==> config.mk <==
export PLATFORM = sky130hd
export DESIGN_NAME = cubehash_msg_padder
export DESIGN_NICKNAME = d
export VERILOG_FILES = /design/src/rtl/cubehash_msg_padder_pkg.sv /design/src/rtl/cubehash_msg_padder_pad_byte.sv /design/src/rtl/cubehash_msg_padder.sv
export SDC_FILE = /design/constraint.sdc
export NUM_CORES = 1
export LEC_CHECK = 0
export ABC_CLOCK_PERIOD_IN_PS = 5000
export CAP_MARGIN = 20
export CORE_ASPECT_RATIO = 0.9
export CORE_MARGIN = 5
export CORE_UTILIZATION = 35
export CTS_CLUSTER_SIZE = 40
export DETAILED_ROUTE_END_ITERATION = 8
export GPL_TIMING_DRIVEN = 0
export REMOVE_ABC_BUFFERS = 1
export SETUP_SLACK_MARGIN = 0.05
export SLEW_MARGIN = 20
export SYNTH_ARGS = -nofsm -noshare
export SYNTH_HDL_FRONTEND = slang
export SYNTH_SLANG_ARGS = --single-unit
==> constraint.sdc <==
create_clock -name clk -period 5 [get_ports clk]
set_input_delay 1 -clock clk [delete_from_list [all_inputs] [get_ports clk]]
set_output_delay 1 -clock clk [all_outputs]
set_load 0.03 [all_outputs]
==> src/rtl/cubehash_msg_padder_pkg.sv <==
// Shared definitions for the CubeHash message padder: block geometry,
// one-hot FSM encoding and the padding constants.
package cubehash_msg_padder_pkg;

    localparam int          BLK_WORDS_DEF = 8;
    localparam logic [7:0]  PAD_BYTE      = 8'h80;
    localparam logic [31:0] PAD_WORD      = 32'h0000_0080;

    typedef enum logic [3:0] {
        ST_IDLE = 4'b0001,
        ST_FILL = 4'b0010,
        ST_PAD  = 4'b0100,
        ST_OUT  = 4'b1000
    } state_t;

endpackage

==> src/rtl/cubehash_msg_padder_pad_byte.sv <==
// Pads the final message word: keeps nbytes bytes, places 0x80 after them and
// zeroes the rest; flags a carry when the 0x80 must spill into the next slot.
module cubehash_pad_byte
    import cubehash_msg_padder_pkg::*;
(
    input  logic [31:0] word_i,
    input  logic [2:0]  nbytes_i,
    input  logic        last_i,
    output logic [31:0] word_o,
    output logic        carry_o
);

    // Byte-wise masking; out-of-range nbytes behaves as a full word
    always_comb begin
        word_o  = word_i;
        carry_o = 1'b0;
        if (last_i && (nbytes_i < 3'd4)) begin
            for (int b = 0; b < 4; b++) begin
                if (3'(b) < nbytes_i) begin
                    word_o[8*b +: 8] = word_i[8*b +: 8];
                end else if (3'(b) == nbytes_i) begin
                    word_o[8*b +: 8] = PAD_BYTE;
                end else begin
                    word_o[8*b +: 8] = 8'h00;
                end
            end
        end else if (last_i) begin
            carry_o = 1'b1;
        end else begin
            carry_o = 1'b0;
        end
    end

endmodule

==> src/rtl/cubehash_msg_padder.sv <==
// Assembles 32-bit message words into CubeHash blocks, appending the 0x80
// padding byte and zero fill, and presents blocks with a valid/ready handshake.
module cubehash_msg_padder
    import cubehash_msg_padder_pkg::*;
#(
    parameter int BLK_WORDS = BLK_WORDS_DEF
) (
    input  logic                   clk,
    input  logic                   rst_p,
    input  logic [31:0]            s_data,
    input  logic                   s_valid,
    input  logic                   s_last,
    input  logic [2:0]             s_nbytes,
    output logic                   s_ready,
    output logic [32*BLK_WORDS-1:0] blk_data,
    output logic                   blk_valid,
    input  logic                   blk_ready,
    output logic                   blk_last,
    output logic                   start,
    output logic                   in_en,
    output logic                   err
);

    localparam int            CW        = $clog2(BLK_WORDS);
    localparam logic [CW-1:0] LAST_SLOT = CW'(BLK_WORDS - 1);

    state_t                  state_q, state_d;
    logic [CW-1:0]           wcnt_q, wcnt_d;
    logic [32*BLK_WORDS-1:0] blk_q, blk_d;
    logic                    pad80_q, pad80_d;
    logic                    pend_q, pend_d;
    logic                    has80_q, has80_d;
    logic                    first_q, first_d;
    logic                    s_ready_q, s_ready_d;
    logic                    blk_valid_q, blk_valid_d;
    logic                    blk_last_q, blk_last_d;
    logic                    start_q, start_d;
    logic                    in_en_q, in_en_d;
    logic                    err_q, err_d;

    logic [31:0] pad_word_s;
    logic        carry_s;
    logic        accept_s;
    logic        wrap_s;
    logic [31:0] slot_val_s;

    cubehash_pad_byte u_pad_byte (
        .word_i   (s_data),
        .nbytes_i (s_nbytes),
        .last_i   (s_last),
        .word_o   (pad_word_s),
        .carry_o  (carry_s)
    );

    assign accept_s = s_valid && s_ready_q;
    assign wrap_s   = (wcnt_q == LAST_SLOT);

    // Next-state, slot writes and registered-output decode
    always_comb begin
        state_d     = state_q;
        wcnt_d      = wcnt_q;
        blk_d       = blk_q;
        pad80_d     = pad80_q;
        pend_d      = pend_q;
        has80_d     = has80_q;
        first_d     = first_q;
        in_en_d     = in_en_q;
        err_d       = err_q;
        blk_last_d  = blk_last_q;
        start_d     = start_q;
        slot_val_s  = 32'h0000_0000;

        case (state_q)
            ST_IDLE, ST_FILL: begin
                if (accept_s) begin
                    if (state_q == ST_IDLE) begin
                        blk_d   = '0;
                        first_d = 1'b1;
                        in_en_d = 1'b1;
                    end else begin
                        first_d = first_q;
                    end
                    slot_val_s = pad_word_s;
                    for (int i = 0; i < BLK_WORDS; i++) begin
                        if (wcnt_q == CW'(i)) begin
                            blk_d[32*i +: 32] = slot_val_s;
                        end else begin
                            blk_d[32*i +: 32] = blk_d[32*i +: 32];
                        end
                    end
                    wcnt_d = wcnt_q + CW'(1);
                    if ((s_nbytes > 3'd4) || ((s_nbytes != 3'd4) && !s_last)) begin
                        err_d = 1'b1;
                    end else begin
                        err_d = err_q;
                    end
                    // A full last word pushes the 0x80 into the next slot,
                    // or into a fresh block when this one is already full
                    if (s_last && !carry_s) begin
                        has80_d = 1'b1;
                    end else if (s_last && !wrap_s) begin
                        has80_d = 1'b1;
                        pad80_d = 1'b1;
                    end else if (s_last) begin
                        pend_d = 1'b1;
                    end else begin
                        has80_d = has80_q;
                    end
                    if (wrap_s) begin
                        state_d = ST_OUT;
                    end else if (s_last) begin
                        state_d = ST_PAD;
                    end else begin
                        state_d = ST_FILL;
                    end
                end else begin
                    state_d = state_q;
                end
            end
            ST_PAD: begin
                slot_val_s = pad80_q ? PAD_WORD : 32'h0000_0000;
                for (int i = 0; i < BLK_WORDS; i++) begin
                    if (wcnt_q == CW'(i)) begin
                        blk_d[32*i +: 32] = slot_val_s;
                    end else begin
                        blk_d[32*i +: 32] = blk_q[32*i +: 32];
                    end
                end
                pad80_d = 1'b0;
                wcnt_d  = wcnt_q + CW'(1);
                if (wrap_s) begin
                    state_d = ST_OUT;
                end else begin
                    state_d = ST_PAD;
                end
            end
            ST_OUT: begin
                if (blk_ready) begin
                    blk_d   = '0;
                    wcnt_d  = '0;
                    first_d = 1'b0;
                    has80_d = 1'b0;
                    if (blk_last_q) begin
                        state_d = ST_IDLE;
                    end else if (pend_q) begin
                        state_d = ST_PAD;
                        pad80_d = 1'b1;
                        pend_d  = 1'b0;
                        has80_d = 1'b1;
                    end else begin
                        state_d = ST_FILL;
                    end
                end else begin
                    state_d = ST_OUT;
                end
            end
            default: begin
                state_d = ST_IDLE;
                wcnt_d  = '0;
                blk_d   = '0;
            end
        endcase

        s_ready_d   = (state_d == ST_IDLE) || (state_d == ST_FILL);
        blk_valid_d = (state_d == ST_OUT);
        // Block attributes are latched on entry to OUT and held until handshake
        if ((state_d == ST_OUT) && (state_q != ST_OUT)) begin
            blk_last_d = has80_d;
            start_d    = first_d;
            in_en_d    = in_en_d & ~has80_d;
        end else if (state_d != ST_OUT) begin
            blk_last_d = 1'b0;
            start_d    = 1'b0;
        end else begin
            blk_last_d = blk_last_q;
            start_d    = start_q;
        end
        if (state_d == ST_IDLE) begin
            in_en_d = 1'b0;
        end else begin
            in_en_d = in_en_d;
        end
    end

    // State and output registers with synchronous reset
    always_ff @(posedge clk) begin
        if (rst_p) begin
            state_q     <= ST_IDLE;
            wcnt_q      <= '0;
            blk_q       <= '0;
            pad80_q     <= 1'b0;
            pend_q      <= 1'b0;
            has80_q     <= 1'b0;
            first_q     <= 1'b0;
            s_ready_q   <= 1'b1;
            blk_valid_q <= 1'b0;
            blk_last_q  <= 1'b0;
            start_q     <= 1'b0;
            in_en_q     <= 1'b0;
            err_q       <= 1'b0;
        end else begin
            state_q     <= state_d;
            wcnt_q      <= wcnt_d;
            blk_q       <= blk_d;
            pad80_q     <= pad80_d;
            pend_q      <= pend_d;
            has80_q     <= has80_d;
            first_q     <= first_d;
            s_ready_q   <= s_ready_d;
            blk_valid_q <= blk_valid_d;
            blk_last_q  <= blk_last_d;
            start_q     <= start_d;
            in_en_q     <= in_en_d;
            err_q       <= err_d;
        end
    end

    assign s_ready   = s_ready_q;
    assign blk_data  = blk_q;
    assign blk_valid = blk_valid_q;
    assign blk_last  = blk_last_q;
    assign start     = start_q;
    assign in_en     = in_en_q;
    assign err       = err_q;

endmodule

==> flow_summary.yaml, run 1 <==
worst_hold_path:
  worstHoldPathCells: 1
  hold_end: "pad80_q"
  hold_start: "pad80_q"
  min_path_type: "reg2reg"
power:
  power-per-cell-area_nw_per_um2: 353.7
  vdd_ir_drop_max_v: 0.0002477
  power.static_leakage_uw: 0.005243
  post-layout-total-power_uw: 5774
run:
  max-cap-violations: 0
routing:
  final_antenna_net_count: 0
  vias: 12260
  detail_route.iter0.violations: 1096
  drc: 0
  avgRoutedWirePerCell_um: 23.05
  drt_first_pass_iters: 7
  wl_mm: 47.27
  avgViaCountPerCell: 5.979
critical_path:
  worstSetupEndpointType: "flip-flop"
  crit_required_ns: 5.47
  timing.reg2reg.worst_path_depth: 9
  worstPathArrival_ns: 3.61
  rr_endpoint: "blk_data[218]"
  timing_worst_setup_path_type: "in2reg"
  timing.critical_path.from_type: "input pin"
  setup_slack_of_the_most_critical_reg_to_reg_path_ns: 2.04
  timing.rr.start: "state_q[1]"
  worst-path-max-fanout: 23
synthesis:
  ys_ff_latch: 273
  distinct_cells_synth: 49
  ys_seq_area_share_pct: 47.10
  yosysTopAreaCell: "sky130_fd_sc_hd__dfxtp_1"
  synth.top_cell.area_share_pct: 47.10
  yosysWarnings: 0
  synth.cell_area_um2: 11600
  syn-mean-instance-area_um2: 8.306
  synthesis.instances: 1397
  netlist_top_cells_area: "sky130_fd_sc_hd__dfxtp_1 (47%), sky130_fd_sc_hd__nand4_1 (14%), sky130_fd_sc_hd__a21oi_1 (11%)"
sta:
  setup_viol: 0
  timing.slew.headroom_pct: 36.89
  final.period_utilization_pct: 62.71
  tightestPinTransition_ns: 0.9399
  hold_violations_final: 0
  worst_clock_skew_ns: 0.01560
  grt_setup_unrepaired: "no"
  maxSlewViolCount: 0
  timing.fmax_ghz: 0.3189
  finalCriticalPeriod_ns: 3.135
die:
  fp-row-count: 63
  initial_utilization_pct: 35.30
  ioPinCount: 302
  fp.dieW_um: 201.9
  die_area_um2: 36900
  floorplan.core_area_um2: 32870
  die_height_um: 182.7
layout:
  antenna_cells: 0
  layout.area.seq_um2: 5465
  drive_above_1_share_pct: 9.515
  postLayoutCoreUtil_pct: 49.67
  largest_reg_flops: 256
  multi_input_area_um2: 5296
  finalNetCount: 1655
  area_growth_pct: 40.71
  n_fill_cell: 3092
clocking:
  path_clk_slew_ns: 0.06
  clk_path_buf_depth: 3
  tritoncts: "yes"
  ctsHoldBuffers: 0
  tritoncts_num_sinks: 273
  setup_bufs_post_cts: 0
  clock_tree.htree_level_count: 1
  worstSkewPairLatency_ns: 0.55
  tritoncts.num_buffers: 31
  cts_resized: 0
  clk_root_buffer_cell: "sky130_fd_sc_hd__clkbuf_16"
grt:
  grt_start_max_net_pins: 99
  track_usage_pct: 24.08
  globalRoute.totalOverflow: 0
  grt_pass1_wl_mm: 72.15
  vias_in_the_first_global_route: 11870
  antenna_found_initial: 1
placement:
  buffer_ports.inserted: 301
  globalplace.congestion: 0.7879
  hpwlAfterDp_mm: 32.48
outcome:
  outcome: "finished clean"
[cell type report]
cell class | instances | share of cell area (%)
sequential | 273 | 33.47
multi-input combinational | 913 | 32.44
timing repair buffer | 376 | 24.55
clock buffer | 49 | 5.656
tap | 422 | 3.234
clock inverter | 5 | 0.3449
inverter | 13 | 0.2989
[stage by stage]
stage	hold WS [ns]	worst slack, ns	area (µm²)	instances	TNS [ns]
final	0.4567	1.865	16330	2051	0
after CTS	0.4604	1.931	16330	2051	0
after global placement	0.4445	-6.431	14240	1922	-1350.51
after floorplan	0.4325	-1.989	10700	1199	-318.12
after detailed placement	0.4465	1.355	15350	1997	0
after global routing	0.4851	1.733	16330	2051	0
[power by group]
| part | total, µW | switching, µW | internal, µW |
|---|---|---|---|
| logic | 1270 | 841 | 426 |
| registers | 2290 | 44.0 | 2250 |
| clock network | 2220 | 914 | 1300 |
[cells in the mapped netlist, drive strengths merged]
cell type and n:
a32oi 1, or2 4, nor2b 16, xor2 2, and2b 4, and2 10, mux2i 2, o21a 3
o21ba 3, o32ai 2, or3 3, clkbuf 116, nor4b 3, nor2 13, nand3b 2, nor3b 4
a21oi 263, a211oi 9, buf 82, a31oi 8, o21bai 1, o211a 1, or3b 2, dfxtp 273
and4 1, a221oi 3, ha 7, nand4 251, o211ai 1, nor4 2, o311a 1, xnor2 2
nand2b 5, a21boi 7, or4b 1, nor3 9, o21ai 251, nand3 1, or4 1, o32a 1
inv 13, nand2 13
[layer usage]
| metal | track usage (%) | share of wire (%) |
|---|---|---|
| met1 | 32.64 | 42 |
| met2 | 37.94 | 45 |
| met3 | 5.976 | 9.1 |
| met4 | 7.873 | 3.7 |
| met5 | 0 | 0.015 |
[logic make-up after synthesis]
logic type / Yosys count / synth area share, %
xor+xnor: 4 / 0.3667
mux: 2 / 0.1725
buf+inv: 211 / 8.173
flops: 273 / 47.10
compound gates: 555 / 25.20
simple gates: 345 / 18.23
fa+ha+maj: 7 / 0.7548
[worst max-delay path by stage]
stage / start / to / slack, ns
after floorplan: state_q[2] / in_en / -1.99
after global placement: state_q[1] / in_en / -6.43
after detailed placement: s_valid / blk_data[239] / 1.35
after CTS: s_valid / blk_data[239] / 1.93
after global routing: s_valid / blk_data[239] / 1.73
final: s_valid / blk_data[218] / 1.86
[worst max-delay path: stages]
cell	delay, ns
sky130_fd_sc_hd__clkdlybuf4s50_1	0.46
sky130_fd_sc_hd__and2_1	0.26
sky130_fd_sc_hd__o32ai_4	0.64
sky130_fd_sc_hd__buf_8	0.24
sky130_fd_sc_hd__buf_8	0.19
sky130_fd_sc_hd__buf_6	0.22
sky130_fd_sc_hd__buf_16	0.17
sky130_fd_sc_hd__buf_8	0.16
sky130_fd_sc_hd__o21ai_0	0.10
sky130_fd_sc_hd__a21oi_1	0.14
[placed cells by master, fill, tap and decap left out, types with 12 or more instances in the layout]
master | synthesis | routed
sky130_fd_sc_hd__a21oi_1 | 263 | 263
sky130_fd_sc_hd__buf_12 | 0 | 12
sky130_fd_sc_hd__buf_4 | 0 | 30
sky130_fd_sc_hd__buf_6 | 13 | 16
sky130_fd_sc_hd__clkbuf_16 | 0 | 31
sky130_fd_sc_hd__clkdlybuf4s50_1 | 0 | 300
sky130_fd_sc_hd__dfxtp_1 | 273 | 273
sky130_fd_sc_hd__inv_1 | 13 | 13
sky130_fd_sc_hd__nand2_1 | 13 | 13
sky130_fd_sc_hd__nand4_1 | 251 | 251
sky130_fd_sc_hd__nor2b_1 | 16 | 12
sky130_fd_sc_hd__o21ai_0 | 251 | 251
No activity file was read; power rests on OpenSTA's default activity.
==> inputs of run 2 (changes only) <==
Settings changed: ABC_CLOCK_PERIOD_IN_PS 5000 to 3100.
Clock period 5 ns to 3.1 ns, I/O delays scaled along.
==> run 2 against run 1 <==
Compared with the run above:
- sequential cell count did not move
- hold slack about the same
- clock skew decreased by 0.0013 ns
- non-clock buffer count is 1 higher
- sequential power rose by 61%
- combinational power increased by 61%
- utilization about the same
- final area hardly changed
- cell count hardly changed
- critical endpoint is now blk_data[58]
- routed wire length hardly changed
==> flow_summary.yaml, run 2 (synthesis gave the netlist of run 1 again) <==
outcome:
  outcome: "finished clean"
power:
  power-per-cell-area_nw_per_um2: 570.2
  power.static_leakage_uw: 0.005248
  vdd_ir_drop_max_v: 0.0003992
  post-layout-total-power_uw: 9315
layout:
  area_growth_pct: 40.77
  drive_above_1_share_pct: 9.571
  most_used_cells_in_the_layout_excluding_fill_and_tap_cells: "sky130_fd_sc_hd__clkdlybuf4s50_1 (300), sky130_fd_sc_hd__dfxtp_1 (273), sky130_fd_sc_hd__a21oi_1 (263), sky130_fd_sc_hd__o21ai_0 (251), sky130_fd_sc_hd__nand4_1 (251)"
  postLayoutCoreUtil_pct: 49.69
  finalNetCount: 1656
  largest_reg_flops: 256
  n_fill_cell: 3091
  layout.area.seq_um2: 5465
  multi_input_area_um2: 5296
  antenna_cells: 0
  layout.cells.non_filler: 2052
  mostFrequentLayoutCell: "sky130_fd_sc_hd__clkdlybuf4s50_1"
placement:
  globalplace.congestion: 0.7879
  dpl.cell_count: 1997
  hpwlAfterDp_mm: 32.48
  buffer_ports.inserted: 301
  dp_slack_ns: -0.1653
clocking:
  path_clk_slew_ns: 0.06
  cts_resized: 0
  tritoncts.num_buffers: 31
  clk_path_buf_depth: 3
  tritoncts: "yes"
  clk_root_buffer_cell: "sky130_fd_sc_hd__clkbuf_16"
  clock_tree.htree_level_count: 1
  tritoncts_num_sinks: 273
  worstSkewPairLatency_ns: 0.55
critical_path:
  crit_required_ns: 3.58
  worstPathArrival_ns: 3.25
  worst-path-max-fanout: 40
  timing_worst_setup_path_type: "reg2reg"
  timing.critical_path.from_type: "flip-flop"
  worstSetupEndpointType: "flip-flop"
  setup_slack_of_the_most_critical_reg_to_reg_path_ns: 0.33
die:
  die_height_um: 182.7
  fp.dieW_um: 201.9
  initial_utilization_pct: 35.30
  ioPinCount: 302
  floorplan.core_area_um2: 32870
  die_area_um2: 36900
  fp-row-count: 63
sta:
  timing.fmax_ghz: 0.3609
  worst_clock_skew_ns: 0.01433
  tightestPinTransition_ns: 0.9481
  final.period_utilization_pct: 89.39
  post-route-worst-setup-slack_ns: 0.3288
  setup_viol: 0
  grt_setup_unrepaired: "no"
  hold_violations_final: 0
  setup_tns_ns: 0
  timing.slew.headroom_pct: 36.34
  finalCriticalPeriod_ns: 2.771
  maxSlewViolCount: 0
grt:
  grt_start_max_net_pins: 99
  vias_in_the_first_global_route: 11870
  grt_pass1_wl_mm: 72.15
  globalRoute.totalOverflow: 0
  antenna_found_initial: 1
  track_usage_pct: 24.08
routing:
  drc: 0
  avgRoutedWirePerCell_um: 23.03
  final_antenna_net_count: 0
  vias: 12220
  detail_route.iter0.violations: 1067
  drt_first_pass_iters: 5
  avgViaCountPerCell: 5.956
  wl_mm: 47.26
run:
  max-cap-violations: 0
worst_hold_path:
  min_path_type: "reg2reg"
-- run 2: cell type report --
cell class | count | area share [%]
timing repair buffer | 377 | 24.59
tap | 422 | 3.232
clock inverter | 5 | 0.3447
sequential | 273 | 33.46
multi-input combinational | 913 | 32.42
clock buffer | 49 | 5.653
inverter | 13 | 0.2987
-- run 2: power breakdown --
group          switching, µW  internal [µW]
sequential              71.7           3620
combinational           1350            690
clock                   1470           2100
total                   2900           6420
-- run 2: what timing repair did --
item / in CTS / in global routing
buffers inserted: 0 / 1
hold endpoints to repair: 0 / 0
hold buffers: 0 / 0
endpoints found under the setup margin: 0 / 17
-- run 2: stage by stage --
| step | hold slack (ns) | instance area (µm²) |
|---|---|---|
| after CTS | 0.4604 | 16330 |
| after detailed placement | 0.4465 | 15350 |
| after global placement | 0.4445 | 14240 |
| final | 0.4568 | 16330 |
| after global routing | 0.4851 | 16330 |
| after floorplan | 0.4325 | 10700 |
-- run 2: final timing paths --
check / start / to / depth (start not counted)
setup / recovery: state_q[1] / blk_data[58] / 7
setup reg to reg: state_q[1] / blk_data[58] / 7
hold / removal: pad80_q / pad80_q / 1
hold reg to reg: pad80_q / pad80_q / 1
-- run 2: worst max-delay path: stages, from the launching register on --
cell                      delay (ns)
sky130_fd_sc_hd__dfxtp_1        0.47
sky130_fd_sc_hd__xnor2_2        0.60
sky130_fd_sc_hd__o32a_2         0.60
sky130_fd_sc_hd__buf_16         0.24
sky130_fd_sc_hd__buf_12         0.22
sky130_fd_sc_hd__buf_12         0.23
sky130_fd_sc_hd__nand4_1        0.11
sky130_fd_sc_hd__a21oi_1        0.17
-- run 2: routing by layer --
metal	part of all wire, %	GRT usage [%]
met1	42	32.64
met2	45	37.94
met3	9.0	5.976
met4	3.6	7.873
met5	0.015	0
